[config.mk]
export PLATFORM = sky130hd
export DESIGN_NAME = capture_buffer_master_flat
export DESIGN_NICKNAME = d
export VERILOG_FILES = /design/src/rtl/caf_axi_pkg.sv /design/src/rtl/capture_buffer_master_if.sv /design/src/rtl/capture_buffer_master_timeout_counter.sv /design/src/rtl/capture_buffer_master.sv /design/src/flat_wrapper.sv
export SDC_FILE = /design/constraint.sdc
export NUM_CORES = 1
export LEC_CHECK = 0
export CORE_MARGIN = 5
export CORE_UTILIZATION = 40
export CTS_CLUSTER_SIZE = 10
export DETAILED_ROUTE_END_ITERATION = 12
export PLACE_DENSITY = 0.73
export REMOVE_ABC_BUFFERS = 1
export SLEW_MARGIN = 20
export SYNTH_ARGS = -nofsm -noshare
export SYNTH_HDL_FRONTEND = slang
export SYNTH_SLANG_ARGS = --single-unit
[constraint.sdc]
create_clock -name clk -period 3.4 [get_ports clk]
set_input_delay 0.68 -clock clk [delete_from_list [all_inputs] [get_ports clk]]
set_output_delay 0.68 -clock clk [all_outputs]
set_load 0.03 [all_outputs]
[src/rtl/caf_axi_pkg.sv]
// Shared types and helpers for the CAF AXI-style initiators: FSM state
// encoding, default widths and the transfer-length clamp.
package caf_axi_pkg;

   localparam int CAF_BUFFER_LENGTH  = 10;
   localparam int CAF_INDEX_BITS     = 4;
   localparam int CAF_I_BITS         = 12;
   localparam int CAF_Q_BITS         = 12;
   localparam int IQ_BITS            = CAF_I_BITS + CAF_Q_BITS;
   localparam int CAF_TIMEOUT_CYCLES = 16;

   typedef enum logic [3:0] {
      IDLE,
      WR_ACCEPT,
      WR_REQ,
      WR_RESP,
      RD_REQ,
      RD_WAIT,
      RD_OUT,
      RD_ACK,
      DONE
   } state_e;

   // Zero or out-of-range requests mean "the whole buffer".
   function automatic int clamp_len(input int req, input int max_len);
      return (req == 0 || req > max_len) ? max_len : req;
   endfunction

endpackage

[src/rtl/capture_buffer_master_if.sv]
// Write/read channel bundle between the capture buffer initiator and the
// I/Q capture buffer responder.
interface capture_buffer_master_if #(
   parameter int INDEX_BITS = 4,
   parameter int I_BITS     = 12,
   parameter int Q_BITS     = 12
);
   logic [INDEX_BITS-1:0]    m_axi_waddr;
   logic                     m_axi_wvalid;
   logic [I_BITS+Q_BITS-1:0] m_axi_wdata;
   logic                     s_axi_wready;
   logic                     s_axi_bvalid;
   logic                     s_axi_bresp;
   logic                     m_axi_bready;
   logic [INDEX_BITS-1:0]    m_axi_raddr;
   logic                     m_axi_rvalid;
   logic                     m_axi_rready;
   logic                     s_axi_rvalid;
   logic                     s_axi_rready;
   logic [I_BITS-1:0]        s_i;
   logic [Q_BITS-1:0]        s_q;

   modport master (
      output m_axi_waddr, m_axi_wvalid, m_axi_wdata, m_axi_bready,
      output m_axi_raddr, m_axi_rvalid, m_axi_rready,
      input  s_axi_wready, s_axi_bvalid, s_axi_bresp,
      input  s_axi_rvalid, s_axi_rready, s_i, s_q
   );

   modport slave (
      input  m_axi_waddr, m_axi_wvalid, m_axi_wdata, m_axi_bready,
      input  m_axi_raddr, m_axi_rvalid, m_axi_rready,
      output s_axi_wready, s_axi_bvalid, s_axi_bresp,
      output s_axi_rvalid, s_axi_rready, s_i, s_q
   );
endinterface

[src/rtl/capture_buffer_master_timeout_counter.sv]
// Response watchdog: counts enabled cycles since the last load and flags
// expiry on the LIMIT-th consecutive enabled cycle.
module timeout_counter #(
   parameter int LIMIT = 16
) (
   input  logic clk,
   input  logic rst_n,
   input  logic load,
   input  logic en,
   output logic expire
);
   localparam int CW = $clog2(LIMIT + 1);

   logic [CW-1:0] cnt_q, cnt_d;

   always_comb begin
      cnt_d = cnt_q;
      if (load)
         cnt_d = '0;
      else if (en)
         cnt_d = cnt_q + 1'b1;
   end

   assign expire = en && (cnt_q == CW'(LIMIT - 1));

   always_ff @(posedge clk or negedge rst_n) begin
      if (!rst_n)
         cnt_q <= '0;
      else
         cnt_q <= cnt_d;
   end
endmodule

[src/rtl/capture_buffer_master.sv]
// I/Q capture buffer initiator: writes a sample stream into buffer entries
// 0..len-1, or reads them back out as a stream with a last flag.
module capture_buffer_master
   import caf_axi_pkg::*;
#(
   parameter int BUFFER_LENGTH  = CAF_BUFFER_LENGTH,
   parameter int INDEX_BITS     = CAF_INDEX_BITS,
   parameter int I_BITS         = CAF_I_BITS,
   parameter int Q_BITS         = CAF_Q_BITS,
   parameter int TIMEOUT_CYCLES = CAF_TIMEOUT_CYCLES
) (
   input  logic                  clk,
   input  logic                  rst_n,
   input  logic                  start_capture,
   input  logic                  start_readout,
   input  logic [INDEX_BITS-1:0] xfer_len,
   input  logic [I_BITS-1:0]     in_i,
   input  logic [Q_BITS-1:0]     in_q,
   input  logic                  in_valid,
   output logic                  in_ready,
   output logic [I_BITS-1:0]     out_i,
   output logic [Q_BITS-1:0]     out_q,
   output logic                  out_valid,
   output logic                  out_last,
   input  logic                  out_ready,
   output logic                  busy,
   output logic                  done,
   output logic                  error,
   capture_buffer_master_if.master bus
);
   localparam int IQ_W = I_BITS + Q_BITS;

   state_e                state_q, state_d;
   logic [INDEX_BITS-1:0] len_q, len_d, addr_q, addr_d;
   logic [INDEX_BITS-1:0] waddr_q, waddr_d, raddr_q, raddr_d;
   logic [IQ_W-1:0]       wdata_q, wdata_d;
   logic [I_BITS-1:0]     out_i_q, out_i_d;
   logic [Q_BITS-1:0]     out_q_q, out_q_d;
   logic wvalid_q, wvalid_d, rvalid_q, rvalid_d, rready_q, rready_d;
   logic bready_q, bready_d, in_ready_q, in_ready_d;
   logic out_valid_q, out_valid_d, out_last_q, out_last_d;
   logic busy_q, busy_d, done_q, done_d, error_q, error_d;
   logic tmo_load, tmo_en, tmo_expire;
   logic bresp_unused;

   assign bresp_unused = bus.s_axi_bresp;

   // Watchdog runs only while waiting on the responder; any other state rearms it.
   assign tmo_load = !(state_q inside {WR_RESP, RD_WAIT, RD_ACK});
   assign tmo_en   = (state_q == WR_RESP && !bus.s_axi_bvalid) ||
                     (state_q == RD_WAIT && !bus.s_axi_rvalid) ||
                     (state_q == RD_ACK  &&  bus.s_axi_rvalid);

   timeout_counter #(.LIMIT(TIMEOUT_CYCLES)) u_tmo (
      .clk    (clk),
      .rst_n  (rst_n),
      .load   (tmo_load),
      .en     (tmo_en),
      .expire (tmo_expire)
   );

   always_comb begin
      state_d  = state_q;
      len_d    = len_q;
      addr_d   = addr_q;
      error_d  = error_q;
      wdata_d  = wdata_q;
      waddr_d  = waddr_q;
      raddr_d  = raddr_q;
      out_i_d  = out_i_q;
      out_q_d  = out_q_q;
      wvalid_d = 1'b0;
      rvalid_d = 1'b0;
      rready_d = 1'b0;
      unique case (state_q)
         IDLE: if (start_capture || start_readout) begin
            len_d   = INDEX_BITS'(clamp_len(int'(xfer_len), BUFFER_LENGTH));
            addr_d  = '0;
            error_d = 1'b0;
            state_d = start_capture ? WR_ACCEPT : RD_REQ;
         end
         WR_ACCEPT: if (in_valid) begin
            wdata_d = {in_i, in_q};
            state_d = WR_REQ;
         end
         WR_REQ: if (bus.s_axi_wready) begin
            wvalid_d = 1'b1;
            waddr_d  = addr_q;
            state_d  = WR_RESP;
         end
         WR_RESP: if (bus.s_axi_bvalid) begin
            addr_d  = addr_q + 1'b1;
            state_d = (addr_d == len_q) ? DONE : WR_ACCEPT;
         end
         // A read response left over from the previous entry must clear first.
         RD_REQ: if (!bus.s_axi_rvalid && bus.s_axi_rready) begin
            rvalid_d = 1'b1;
            raddr_d  = addr_q;
            state_d  = RD_WAIT;
         end
         RD_WAIT: if (bus.s_axi_rvalid) begin
            out_i_d = bus.s_i;
            out_q_d = bus.s_q;
            state_d = RD_OUT;
         end
         RD_OUT: if (out_ready) begin
            rready_d = 1'b1;
            state_d  = RD_ACK;
         end
         RD_ACK: if (!bus.s_axi_rvalid) begin
            addr_d  = addr_q + 1'b1;
            state_d = (addr_d == len_q) ? DONE : RD_REQ;
         end
         DONE:    state_d = IDLE;
         default: state_d = IDLE;
      endcase
      if (tmo_expire) begin
         error_d = 1'b1;
         state_d = DONE;
      end
      // Outputs decode the next state so they are registered yet aligned with it.
      in_ready_d  = (state_d == WR_ACCEPT);
      bready_d    = (state_d == WR_RESP);
      out_valid_d = (state_d == RD_OUT);
      out_last_d  = out_valid_d && (addr_q == INDEX_BITS'(len_q - 1'b1));
      busy_d      = (state_d != IDLE);
      done_d      = (state_d == DONE);
   end

   always_ff @(posedge clk or negedge rst_n) begin
      if (!rst_n) begin
         state_q     <= IDLE;
         len_q       <= '0;
         addr_q      <= '0;
         error_q     <= 1'b0;
         wdata_q     <= '0;
         waddr_q     <= '0;
         raddr_q     <= '0;
         out_i_q     <= '0;
         out_q_q     <= '0;
         wvalid_q    <= 1'b0;
         rvalid_q    <= 1'b0;
         rready_q    <= 1'b0;
         bready_q    <= 1'b0;
         in_ready_q  <= 1'b0;
         out_valid_q <= 1'b0;
         out_last_q  <= 1'b0;
         busy_q      <= 1'b0;
         done_q      <= 1'b0;
      end else begin
         state_q     <= state_d;
         len_q       <= len_d;
         addr_q      <= addr_d;
         error_q     <= error_d;
         wdata_q     <= wdata_d;
         waddr_q     <= waddr_d;
         raddr_q     <= raddr_d;
         out_i_q     <= out_i_d;
         out_q_q     <= out_q_d;
         wvalid_q    <= wvalid_d;
         rvalid_q    <= rvalid_d;
         rready_q    <= rready_d;
         bready_q    <= bready_d;
         in_ready_q  <= in_ready_d;
         out_valid_q <= out_valid_d;
         out_last_q  <= out_last_d;
         busy_q      <= busy_d;
         done_q      <= done_d;
      end
   end

   assign in_ready         = in_ready_q;
   assign out_i            = out_i_q;
   assign out_q            = out_q_q;
   assign out_valid        = out_valid_q;
   assign out_last         = out_last_q;
   assign busy             = busy_q;
   assign done             = done_q;
   assign error            = error_q;
   assign bus.m_axi_waddr  = waddr_q;
   assign bus.m_axi_wvalid = wvalid_q;
   assign bus.m_axi_wdata  = wdata_q;
   assign bus.m_axi_bready = bready_q;
   assign bus.m_axi_raddr  = raddr_q;
   assign bus.m_axi_rvalid = rvalid_q;
   assign bus.m_axi_rready = rready_q;
endmodule

[src/flat_wrapper.sv]
// flat-port wrapper written by rule: the top's interface ports become plain ports
module capture_buffer_master_flat import caf_axi_pkg::*;
#(
   parameter int BUFFER_LENGTH  = CAF_BUFFER_LENGTH,
   parameter int INDEX_BITS     = CAF_INDEX_BITS,
   parameter int I_BITS         = CAF_I_BITS,
   parameter int Q_BITS         = CAF_Q_BITS,
   parameter int TIMEOUT_CYCLES = CAF_TIMEOUT_CYCLES
)
  (clk, rst_n, start_capture, start_readout, xfer_len, in_i, in_q, in_valid, in_ready, out_i, out_q, out_valid, out_last, out_ready, busy, done, error, bus_m_axi_waddr, bus_m_axi_wvalid, bus_m_axi_wdata, bus_m_axi_bready, bus_m_axi_raddr, bus_m_axi_rvalid, bus_m_axi_rready, bus_s_axi_wready, bus_s_axi_bvalid, bus_s_axi_bresp, bus_s_axi_rvalid, bus_s_axi_rready, bus_s_i, bus_s_q);
  capture_buffer_master_if #(.INDEX_BITS(INDEX_BITS), .I_BITS(I_BITS), .Q_BITS(Q_BITS)) bus_i ();
  input  logic clk;
  input  logic rst_n;
  input  logic start_capture;
  input  logic start_readout;
  input  logic [INDEX_BITS-1:0] xfer_len;
  input  logic [I_BITS-1:0] in_i;
  input  logic [Q_BITS-1:0] in_q;
  input  logic in_valid;
  output logic in_ready;
  output logic [I_BITS-1:0] out_i;
  output logic [Q_BITS-1:0] out_q;
  output logic out_valid;
  output logic out_last;
  input  logic out_ready;
  output logic busy;
  output logic done;
  output logic error;
  output wire logic [$bits(bus_i.m_axi_waddr)-1:0] bus_m_axi_waddr;
  output wire logic [$bits(bus_i.m_axi_wvalid)-1:0] bus_m_axi_wvalid;
  output wire logic [$bits(bus_i.m_axi_wdata)-1:0] bus_m_axi_wdata;
  output wire logic [$bits(bus_i.m_axi_bready)-1:0] bus_m_axi_bready;
  output wire logic [$bits(bus_i.m_axi_raddr)-1:0] bus_m_axi_raddr;
  output wire logic [$bits(bus_i.m_axi_rvalid)-1:0] bus_m_axi_rvalid;
  output wire logic [$bits(bus_i.m_axi_rready)-1:0] bus_m_axi_rready;
  input wire logic [$bits(bus_i.s_axi_wready)-1:0] bus_s_axi_wready;
  input wire logic [$bits(bus_i.s_axi_bvalid)-1:0] bus_s_axi_bvalid;
  input wire logic [$bits(bus_i.s_axi_bresp)-1:0] bus_s_axi_bresp;
  input wire logic [$bits(bus_i.s_axi_rvalid)-1:0] bus_s_axi_rvalid;
  input wire logic [$bits(bus_i.s_axi_rready)-1:0] bus_s_axi_rready;
  input wire logic [$bits(bus_i.s_i)-1:0] bus_s_i;
  input wire logic [$bits(bus_i.s_q)-1:0] bus_s_q;
  assign bus_m_axi_waddr = bus_i.m_axi_waddr;
  assign bus_m_axi_wvalid = bus_i.m_axi_wvalid;
  assign bus_m_axi_wdata = bus_i.m_axi_wdata;
  assign bus_m_axi_bready = bus_i.m_axi_bready;
  assign bus_m_axi_raddr = bus_i.m_axi_raddr;
  assign bus_m_axi_rvalid = bus_i.m_axi_rvalid;
  assign bus_m_axi_rready = bus_i.m_axi_rready;
  assign bus_i.s_axi_wready = bus_s_axi_wready;
  assign bus_i.s_axi_bvalid = bus_s_axi_bvalid;
  assign bus_i.s_axi_bresp = bus_s_axi_bresp;
  assign bus_i.s_axi_rvalid = bus_s_axi_rvalid;
  assign bus_i.s_axi_rready = bus_s_axi_rready;
  assign bus_i.s_i = bus_s_i;
  assign bus_i.s_q = bus_s_q;
  capture_buffer_master #(.BUFFER_LENGTH(BUFFER_LENGTH), .INDEX_BITS(INDEX_BITS), .I_BITS(I_BITS), .Q_BITS(Q_BITS), .TIMEOUT_CYCLES(TIMEOUT_CYCLES)) u_core (.clk(clk), .rst_n(rst_n), .start_capture(start_capture), .start_readout(start_readout), .xfer_len(xfer_len), .in_i(in_i), .in_q(in_q), .in_valid(in_valid), .in_ready(in_ready), .out_i(out_i), .out_q(out_q), .out_valid(out_valid), .out_last(out_last), .out_ready(out_ready), .busy(busy), .done(done), .error(error), .bus(bus_i));
endmodule
==> results.md <==
* Final Hold Fails at 0
* Critical path required time at 3600 ps
* Post-CTS sizing at 0
* #FFs+latches synth at 83
* Gpl congestion at 0.857
* Core Util, Final at 59.1%
* Max Buffers Root-to-Sink at 2
* Yosys warning count at 0
* HPWL after detailed placement at 5.99 mm
* Die extent in x at 105 µm
* Internal power at 0.00290 W
* CP startpoint kind: input pin
* Area leader, netlist: dfrtp_1
* Crit-path max FO at 7
* Clock tree from TritonCTS: built
* Reg2reg start: u_core.state_q[3]$_DFF_PN0_
* DR iter-0 viols at 83
* Register area share after synthesis at 58.0%
* NetSw at 0.00192 W
* First-pass GRT wire length at 13.3 mm
* DRC errors left at 0
* PD cells at 934 nW/µm²
* Main flop type after synthesis: dfrtp_1
* Total GRT Usage at 14.9%
* Worst Reg2Reg Path Length in Cells at 5
* Cell area after layout at 5160 µm²
* Maximum vdd drop at 381 µV
* Initial antenna violation count at 0
* Outcome: completed
* Die footprint at 10,900 µm²
* ANT nets after route at 0
* CTS sink cnt at 83
* Worst Hold Class: input pin to async pin
* Clk_lat worst skew at 340 ps
* Detailed Route WL at 8.08 mm
* Crit path max-delay family: compound AO/OA/AOI/OAI gates
* ANT cells at 0
* RSZ-0062 raised after global routing: no
* Post-Syn Area at 3580 µm²
* Clock skew at 11.2 ps
* Post-synth top area share at 58.0%
* Most common cell after layout, fill and taps aside: clkdlybuf4s50_1
* Via/cell ratio at 4.95
* Maxcap violations at 0
* CP arrival at 2580 ps
* Synth area leaders: dfrtp_1, mux2_2, nand2_1
* Critical path buffer and inverter count at 1
* Starting Density at 41.0%
* Synth-to-layout area growth at 44.1%
* Hold_buf cts at 0
* Clk pwr share at 14.9%
* Die height at 105 µm
* Top Ports at 129
* # nets final at 478
* Crit-path max cell delay at 580 ps
* FMAX at 421 MHz
* Tcrit/Tclk final at 69.9%
* Leakage power at 2.25 nW
* Placed Area at 4950 µm²
* Sequential power share at 34.4%
* Clock root buffer: clkbuf_8
* Synth unique cells at 41
* Worst slew margin at 50.4%
* Num CTS Buffers at 9
* WP depth at 6
* Post-synth EDFFs at 0
* Grt ovf at 0
* Setup crit end kind: flip-flop
* Setup bufs post-CTS at 0
* Worst Tran Pin Value at 744 ps
* 1st-pass router iterations at 4
* Slew Limit Fails at 0
* Core area at 8720 µm²
* IO buf count at 127
* Most frequent cells in the layout: clkdlybuf4s50_1, dfrtp_1, mux2_2
* Htree depth at 3
* Worst-path clk slew at 80 ps
* Number of global-route vias before repair at 2,618
* WS Path Type: input pin to flip-flop
* Slowest cell on crit path: clkdlybuf4s50_1
* Part of the power in combinational logic at 50.7%
* Mean post-synth cell area at 12.7 µm²
* Async set-reset flop share out of synthesis at 100%
* Layout cells sized above 1 at 18.3%
* CP cell instances: clkdlybuf4s50_1 -> xor2_1 -> o32ai_2 -> a311o_1 -> o31ai_1 -> nand4_1
* Final setup vio count at 0
* Routed WL per cell at 15.4 µm
* Largest net degree at the start of global routing at 84
* Sw frac at 39.8%
* Row cnt at 34
* CP Launch Point: bus_s_axi_rvalid
* Setup TNS at 0 ps
* Vias at 2,592
* Post-Syn Instances at 281
* Clock period minus worst slack at 2380 ps
[flip-flops by register name, indices dropped and copies added (netlist names)]
signal                   flops
u_core.addr_q                4
u_core.bus.m_axi_bready      1
u_core.bus.m_axi_raddr       4
u_core.bus.m_axi_rready      1
u_core.bus.m_axi_rvalid      1
u_core.bus.m_axi_waddr       4
u_core.bus.m_axi_wdata      24
u_core.bus.m_axi_wvalid      1
u_core.busy                  1
u_core.done                  1
u_core.error                 1
u_core.in_ready              1
u_core.len_q                 4
u_core.out_i                12
u_core.out_last              1
u_core.out_q                12
u_core.out_valid             1
u_core.state_q               4
u_core.u_tmo.cnt_q           5
[final cells by class]
cell class                 count  area, µm²
clock buffer                  11        141
inverter                      12       45.0
multi-input combinational    176       1410
tap                          108        135
sequential                    83       2080
timing repair buffer         129       1290
clock inverter                 5       61.3
fill                         743       3560
[Yosys cell counts (2+ instances only)]
cell type   n
a21oi_1     5
a22o_1      3
and3_1      2
buf_2       8
clkbuf_1    2
dfrtp_1    83
ha_1        4
inv_1      12
mux2_2     55
mux2i_1     2
nand2_1    22
nand2b_1    5
nand3_1     8
nand3b_1    3
nand4_1     2
nand4b_1    2
nor2_1     12
nor2b_1     4
nor3_1      5
o21a_1      2
o21ai_0     9
o31ai_1     2
xnor2_1     6
xor2_1      6
[per-stage QoR]
stage | power [W] | cells | worst slack [ps] | hold slack [ps]
after floorplan | 0.00315 | 271 | 1450 | 384
after CTS | 0.00488 | 524 | 1030 | 485
final | 0.00482 | 524 | 1020 | 361
after detailed placement | 0.00415 | 508 | 675 | 463
after global placement | 0.00409 | 508 | 708 | 463
after global routing | 0.00511 | 524 | 884 | 453
[logic make-up after synthesis]
| group | share of synthesized area (%) |
|---|---|
| AOI/OAI and AO/OA | 5.59 |
| xor gates and xnor gates | 4.02 |
| adders and majority gates | 1.40 |
| buffers and inverters | 2.59 |
| DFF | 58.0 |
| muxes | 17.9 |
| and+or+nand+nor | 10.5 |
[power by group through the flow]
stage | Clock, W | Sequential, W | Combinational [W]
CTS | 0.000744 | 0.00166 | 0.00247
finish | 0.000717 | 0.00166 | 0.00244
floorplan | 0 | 0.00233 | 0.000814
global route | 0.000780 | 0.00172 | 0.00261
detailed placement | 0 | 0.00168 | 0.00246
global placement | 0 | 0.00167 | 0.00242
[metal layers]
| metal | global-route usage (%) | vias to the layer above | part of all wire, % |
|---|---|---|---|
| met5 | 0 | - | 0 |
| met4 | 5.11 | 0 | 1.8 |
| met3 | 4.07 | 13 | 6.3 |
| met2 | 23.0 | 87 | 46 |
| met1 | 20.3 | 1263 | 45 |
| li1 | - | 1229 | - |
[worst paths after layout]
check / end / slack (ps)
hold reg to reg: u_core.bus.m_axi_raddr[2]$_DFFE_PN0P_ / 480
setup / recovery: u_core.busy$_DFF_PN0_ / 1020
min in group clk: u_core.bus.m_axi_raddr[2]$_DFFE_PN0P_ / 480
max in group asynchronous: u_core.u_tmo.cnt_q[4]$_DFFE_PN0P_ / 2510
hold / removal: u_core.len_q[3]$_DFFE_PN0P_ / 360
setup reg to reg: u_core.in_ready$_DFF_PN0_ / 1310
Power figures use the tool's default switching activity.
==> RTL change 1 (same flow settings) <==
Put one more register stage on the output `error`, cleared by the reset. The value now appears one clock later. The other outputs are not delayed to match.
--- a/src/rtl/capture_buffer_master.sv
+++ b/src/rtl/capture_buffer_master.sv
@@ -176,7 +176,13 @@
    assign out_last         = out_last_q;
    assign busy             = busy_q;
    assign done             = done_q;
-   assign error            = error_q;
+   always_ff @(posedge clk or negedge rst_n) begin
+      if (!rst_n) begin
+         error <= '0;
+      end else begin
+         error <= error_q;
+      end
+   end
    assign bus.m_axi_waddr  = waddr_q;
    assign bus.m_axi_wvalid = wvalid_q;
    assign bus.m_axi_wdata  = wdata_q;
Behaviour: same outputs for any inputs over 4 cycles, from zero or initial values and one cycle with rst_n low; that may be too few to reach the edited logic, so the function may still have changed.
==> RTL change 1 against the unedited design <==
  * Final cell count is 0.19% higher
  * Count of clock-buffer cells in the layout is 2 lower
  * Power shrank 0.46%
  * Sequential cell count increased by 1
  * Critical endpoint unchanged
  * Sequential share of layout area grew 0.43 points
  * Core utilization is 0.20 points lower
  * Non-clock buffer count stayed put
  * Synthesized area grew 0.73%
  * Synthesized cell count rose by 0.36%
  * Cell area is 0.15% higher
  * Largest cell class unchanged
  * Worst setup slack better by 0.0046 ns
  * Wire length is 3.5% higher
==> RTL change 1: results (changes against the unedited design) <==
| Metric | Value |
|---|---|
| GPL Wtd Cong | `0.8054 (-6.1%)` |
| Vias in the first global route | `2,707 (+3.4%)` |
| R2R Path End | `u_core.in_ready$_DFF_PN0_` |
| NetSw | `1.966 mW (+2.6%)` |
| Largest net degree at the start of global routing | `85 (+1.2%)` |
| R2R Path Start | `u_core.state_q[2]$_DFF_PN0_` |
| Post-Synthesis Cells | `282 (+0.36%)` |
| Post-route ant nets | `0 (unchanged)` |
| Post-place setup slack | `0.6584 ns (-0.01709 ns)` |
| Synth Area in Compound Gates | `5.552% (-0.041 points)` |
| Top FF cell, synth | `dfrtp_1` |
| Leakage power | `2.260 nW (+0.53%)` |
| Clock share of power | `14.1% (-0.8 points)` |
| Ys async rst share | `100.0% (unchanged)` |
| Status | `finished clean` |
| Clock-cell share | `3.561% (-0.37 points)` |
| Share of cells above drive strength 1 | `18.47% (+0.20 points)` |
| R2r setup slk | `1.25 ns (-0.06 ns)` |
| Synth Area in Adders | `1.388% (-0.010 points)` |
| Signal buf overhead | `24.93% (-0.036 points)` |
| Multi-input gates | `176 (unchanged)` |
| CTS Root Cell | `clkbuf_8` |
| Top post-synthesis cells by area | `dfrtp_1 58%, mux2_2 17%, nand2_1 2.4%` |
| Die width | `104.9 um (+0.33%)` |
| Vias | `2,635 (+1.7%)` |
| Peak VDD IR | `0.3812 mV (about the same)` |
| Post-synthesis xor/xnor area fraction | `3.747% (-0.27 points)` |
| First-pass GRT wire length | `14,080 um (+5.5%)` |
| Synth unique cells | `41 (unchanged)` |
| Bufs on Longest Clock Path | `2 (unchanged)` |
| Layout Skew | `0.01548 ns (+0.004278 ns)` |
| Initial antenna violation count | `0 (unchanged)` |
| Skew-Pair Late Insertion Delay | `0.35 ns` |
| Non-clk bufs | `129 (unchanged)` |
| WL/cell | `15.92 um (+3.3%)` |
| Multi-input gate area | `1411 um^2 (about the same)` |
| Synth cell count leaders | `84 x dfrtp_1, 55 x mux2_2, 23 x nand2_1, 12 x inv_1, 11 x nor2_1` |
| Post-cts gate resize count | `0 (unchanged)` |
| Flops & latches, synth | `84 (+1.2%)` |
| HPWL Detailed | `6129 um (+2.3%)` |
| Clock-pin slew on the worst setup and hold paths | `0.10 ns (+0.02 ns)` |
| Dpl cells | `509 (+0.20%)` |
| H-tree depth | `3 (unchanged)` |
| Total GRT Usage | `15.74% (+0.88 points)` |
| Filler cells | `724 (-2.6%)` |
| Mux cell area share after synthesis | `18.01% (+0.15 points)` |
| FF-to-FF path depth | `5 (unchanged)` |
| Logic inverters | `12 (unchanged)` |
| Placed cell area | `4977 um^2 (+0.53%)` |
| Slew HR | `50.47% (+0.060 points)` |
| Diode count | `0 (unchanged)` |
| Hold Path Class | `in -> async` |
| Worst path arrival time | `2.60 ns (+0.02 ns)` |
| Nets | `479 (+0.21%)` |
| # clk buffers | `9 (-2)` |
| Sequential cell area share | `40.70% (+0.43 points)` |
| Initial DRC count | `99 (+19%)` |
| Sequential share of power | `35.0% (+0.6 points)` |
| Layout Cells excl Fill | `525 (+0.19%)` |
| Register area share after synthesis | `58.29% (+0.27 points)` |
-- RTL change 1: worst max path at each step --
stage	slack [ns]	start	depth (start not counted)	endpoint
finish	1.03	bus_s_axi_rvalid	6	u_core.busy$_DFF_PN0_
global route	0.89	bus_s_axi_rvalid	6	u_core.in_ready$_DFF_PN0_
CTS	1.05	bus_s_axi_rvalid	6	u_core.busy$_DFF_PN0_
detailed placement	0.66	bus_s_axi_rvalid	6	u_core.busy$_DFF_PN0_
global placement	0.71	bus_s_axi_rvalid	6	u_core.busy$_DFF_PN0_
floorplan	1.45	bus_s_axi_rvalid	5	u_core.out_last$_DFF_PN0_
-- RTL change 1: worst max-delay path, cell delays in order --
cell and delay (ns):
clkdlybuf4s50_1 0.59, xor2_1 0.25, o32ai_2 0.20, a311o_1 0.33, o31ai_1 0.41, nand4_1 0.15
-- RTL change 1: stage by stage --
stage               util, %  hold WS (ns)  total power, mW
detailed placement    56.80        0.3658            4.169
global route          58.94        0.4000            5.085
CTS                   58.89        0.3866            4.852
global placement      56.80        0.3666            4.107
finish                58.94        0.3500            4.795
floorplan                 -        0.3537            3.160
-- RTL change 1: per-layer routing --
layer	vias to the layer above	GRT usage, %	share of wire [%]
met4	0	5.662	2.0
met2	90	24.64	47
li1	1246	-	-
met5	-	0	0
met3	15	4.501	6.3
met1	1284	20.91	44
-- RTL change 1: cells by family (layout without fill, tap and decap cells) --
family,after synthesis,in the layout
adders and majority gates,4,4
muxes,58,58
xor gates and xnor gates,13,13
buffers and inverters,22,157
DFF,84,84
AOI/OAI and AO/OA,29,29
and+or+nand+nor,72,72
==> RTL change 2 (same settings) <==
Without the edit above. `CAF_I_BITS`: 12 -> 10.
--- a/src/rtl/caf_axi_pkg.sv
+++ b/src/rtl/caf_axi_pkg.sv
@@ -4,7 +4,7 @@
 
    localparam int CAF_BUFFER_LENGTH  = 10;
    localparam int CAF_INDEX_BITS     = 4;
-   localparam int CAF_I_BITS         = 12;
+   localparam int CAF_I_BITS         = 10;
    localparam int CAF_Q_BITS         = 12;
    localparam int IQ_BITS            = CAF_I_BITS + CAF_Q_BITS;
    localparam int CAF_TIMEOUT_CYCLES = 16;
Interface: changed (resized bus_m_axi_wdata, bus_s_i, in_i and out_i); port bits go from 129 to 121. No check against the original RTL was run, so the function may have changed too.
==> RTL change 2 against the unedited design <==
  * Critical path depth up 1
  * Power down 7.8%
  * First-iteration DRC count down 7.2%
  * Worst setup slack better by 0.019 ns
  * Die area down 3.6%
  * Sequential share of layout area up 0.13 points
  * Sequential power down 5%
  * Cell area down 5.1%
  * Wire length down 3.8%
  * Sequential cell count down 4
  * Critical endpoint is now u_core.in_ready$_DFF_PN0_
  * Synthesized area down 4.0%
==> RTL change 2: results (changes against the unedited design) <==
| Metric | Value |
|---|---|
| Signal buf overhead | `24.67% (-0.29 points)` |
| Sequential share of power | `35.3% (+0.9 points)` |
| Vias in the first global route | `2,551 (-2.6%)` |
| Share of cells above drive strength 1 | `18.50% (+0.23 points)` |
| Register area share after synthesis | `57.54% (-0.48 points)` |
| Post-CTS setup buffers | `0 (unchanged)` |
| Switching power share of the total | `40.31% (+0.53 points)` |
| Initial DRC count | `77 (-7.2%)` |
| Met2 GRT Util | `24.83% (+1.8 points)` |
| # clk buffers | `10 (-1)` |
| Vias | `2,476 (-4.5%)` |
| M3 GR Usage | `3.315% (-0.75 points)` |
| Fraction of area in multi-input gates | `27.82% (+0.48 points)` |
| Max FFs per register | `22 (-8.3%)` |
| HPWL Detailed | `5779 um (-3.5%)` |
| Peak VDD IR | `0.4500 mV (+18%)` |
| Filler cells | `694 (-6.6%)` |
| Slew HR | `53.99% (+3.6 points)` |
| Flops & latches, synth | `79 (-4.8%)` |
| Wl on met1 | `3366 um (-8.1%)` |
| Full die area | `10,540 um^2 (-3.6%)` |
| Crit path capture | `u_core.in_ready$_DFF_PN0_` |
| Synth Area per Inst | `12.59 um^2 (-1.2%)` |
| Layout Skew | `0.01561 ns (+0.004410 ns)` |
| Placed cell area | `4718 um^2 (-4.7%)` |
| Largest net degree at the start of global routing | `80 (-4.8%)` |
| Synth unique cells | `48 (+17%)` |
| Met2 wire length | `3688 um (-1.8%)` |
| Post-place setup slack | `0.6839 ns (+0.008489 ns)` |
| M1 GR Usage | `19.53% (-0.76 points)` |
| Total power | `4.443 mW (-7.8%)` |
| Worst path arrival time | `2.57 ns (about the same)` |
| Clock-cell share | `3.503% (-0.43 points)` |
| Highest clock rate | `0.4241 GHz (+0.82%)` |
| Status | `finished clean` |
| Dpl cells | `490 (-3.5%)` |
| Sequential cell area share | `40.40% (+0.13 points)` |
| Vias per inst | `4.903 (-0.88%)` |
| Final Util | `58.96% (-0.18 points)` |
| GPL Wtd Cong | `0.7404 (-14%)` |
| Fin Hold WS | `0.3584 ns (-0.002412 ns)` |
| R2R Path Start | `u_core.addr_q[0]$_DFFE_PN0P_` |
| Synth cell count leaders | `79 x dfrtp_1, 49 x mux2_2, 25 x nand2_1, 14 x o21ai_0, 12 x inv_1` |
| Total GRT Usage | `15.10% (+0.23 points)` |
| Met3 wire len | `587 um (+16%)` |
| Non-clk bufs | `121 (-6.2%)` |
| Leakage power | `2.147 nW (-4.5%)` |
| Top post-synthesis cells by area | `dfrtp_1 58%, mux2_2 16%, nand2_1 2.7%` |
| Nets | `459 (-4.0%)` |
| FF-to-FF path depth | `6 (+1)` |
## RTL change 2: cell count changes after synthesis, sizes merged, moves of 3 or more
cell,delta
a22o,-3
dfrtp,-4
mux2,-6
nand2,+3
o21ai,+5
## RTL change 2: cell families (layout without fill, tap and decap cells)
| kind of cell | after synthesis | after routing | synth area share (%) |
|---|---|---|---|
| simple gates | 74 | 74 | 11.65 |
| xor+xnor | 14 | 14 | 4.224 |
| flops | 79 | 79 | 57.54 |
| fa+ha+maj | 4 | 4 | 1.457 |
| buf+inv | 21 | 148 | 2.840 |
| mux | 52 | 52 | 16.93 |
| compound gates | 29 | 29 | 5.354 |
## RTL change 2: worst max-delay path, cell delays in order
cell and delay [ns]:
clkdlybuf4s50_1 0.49, nand2b_1 0.22, nor2_1 0.18, nand3_1 0.22, inv_1 0.24, o31ai_1 0.17, nor4b_1 0.36
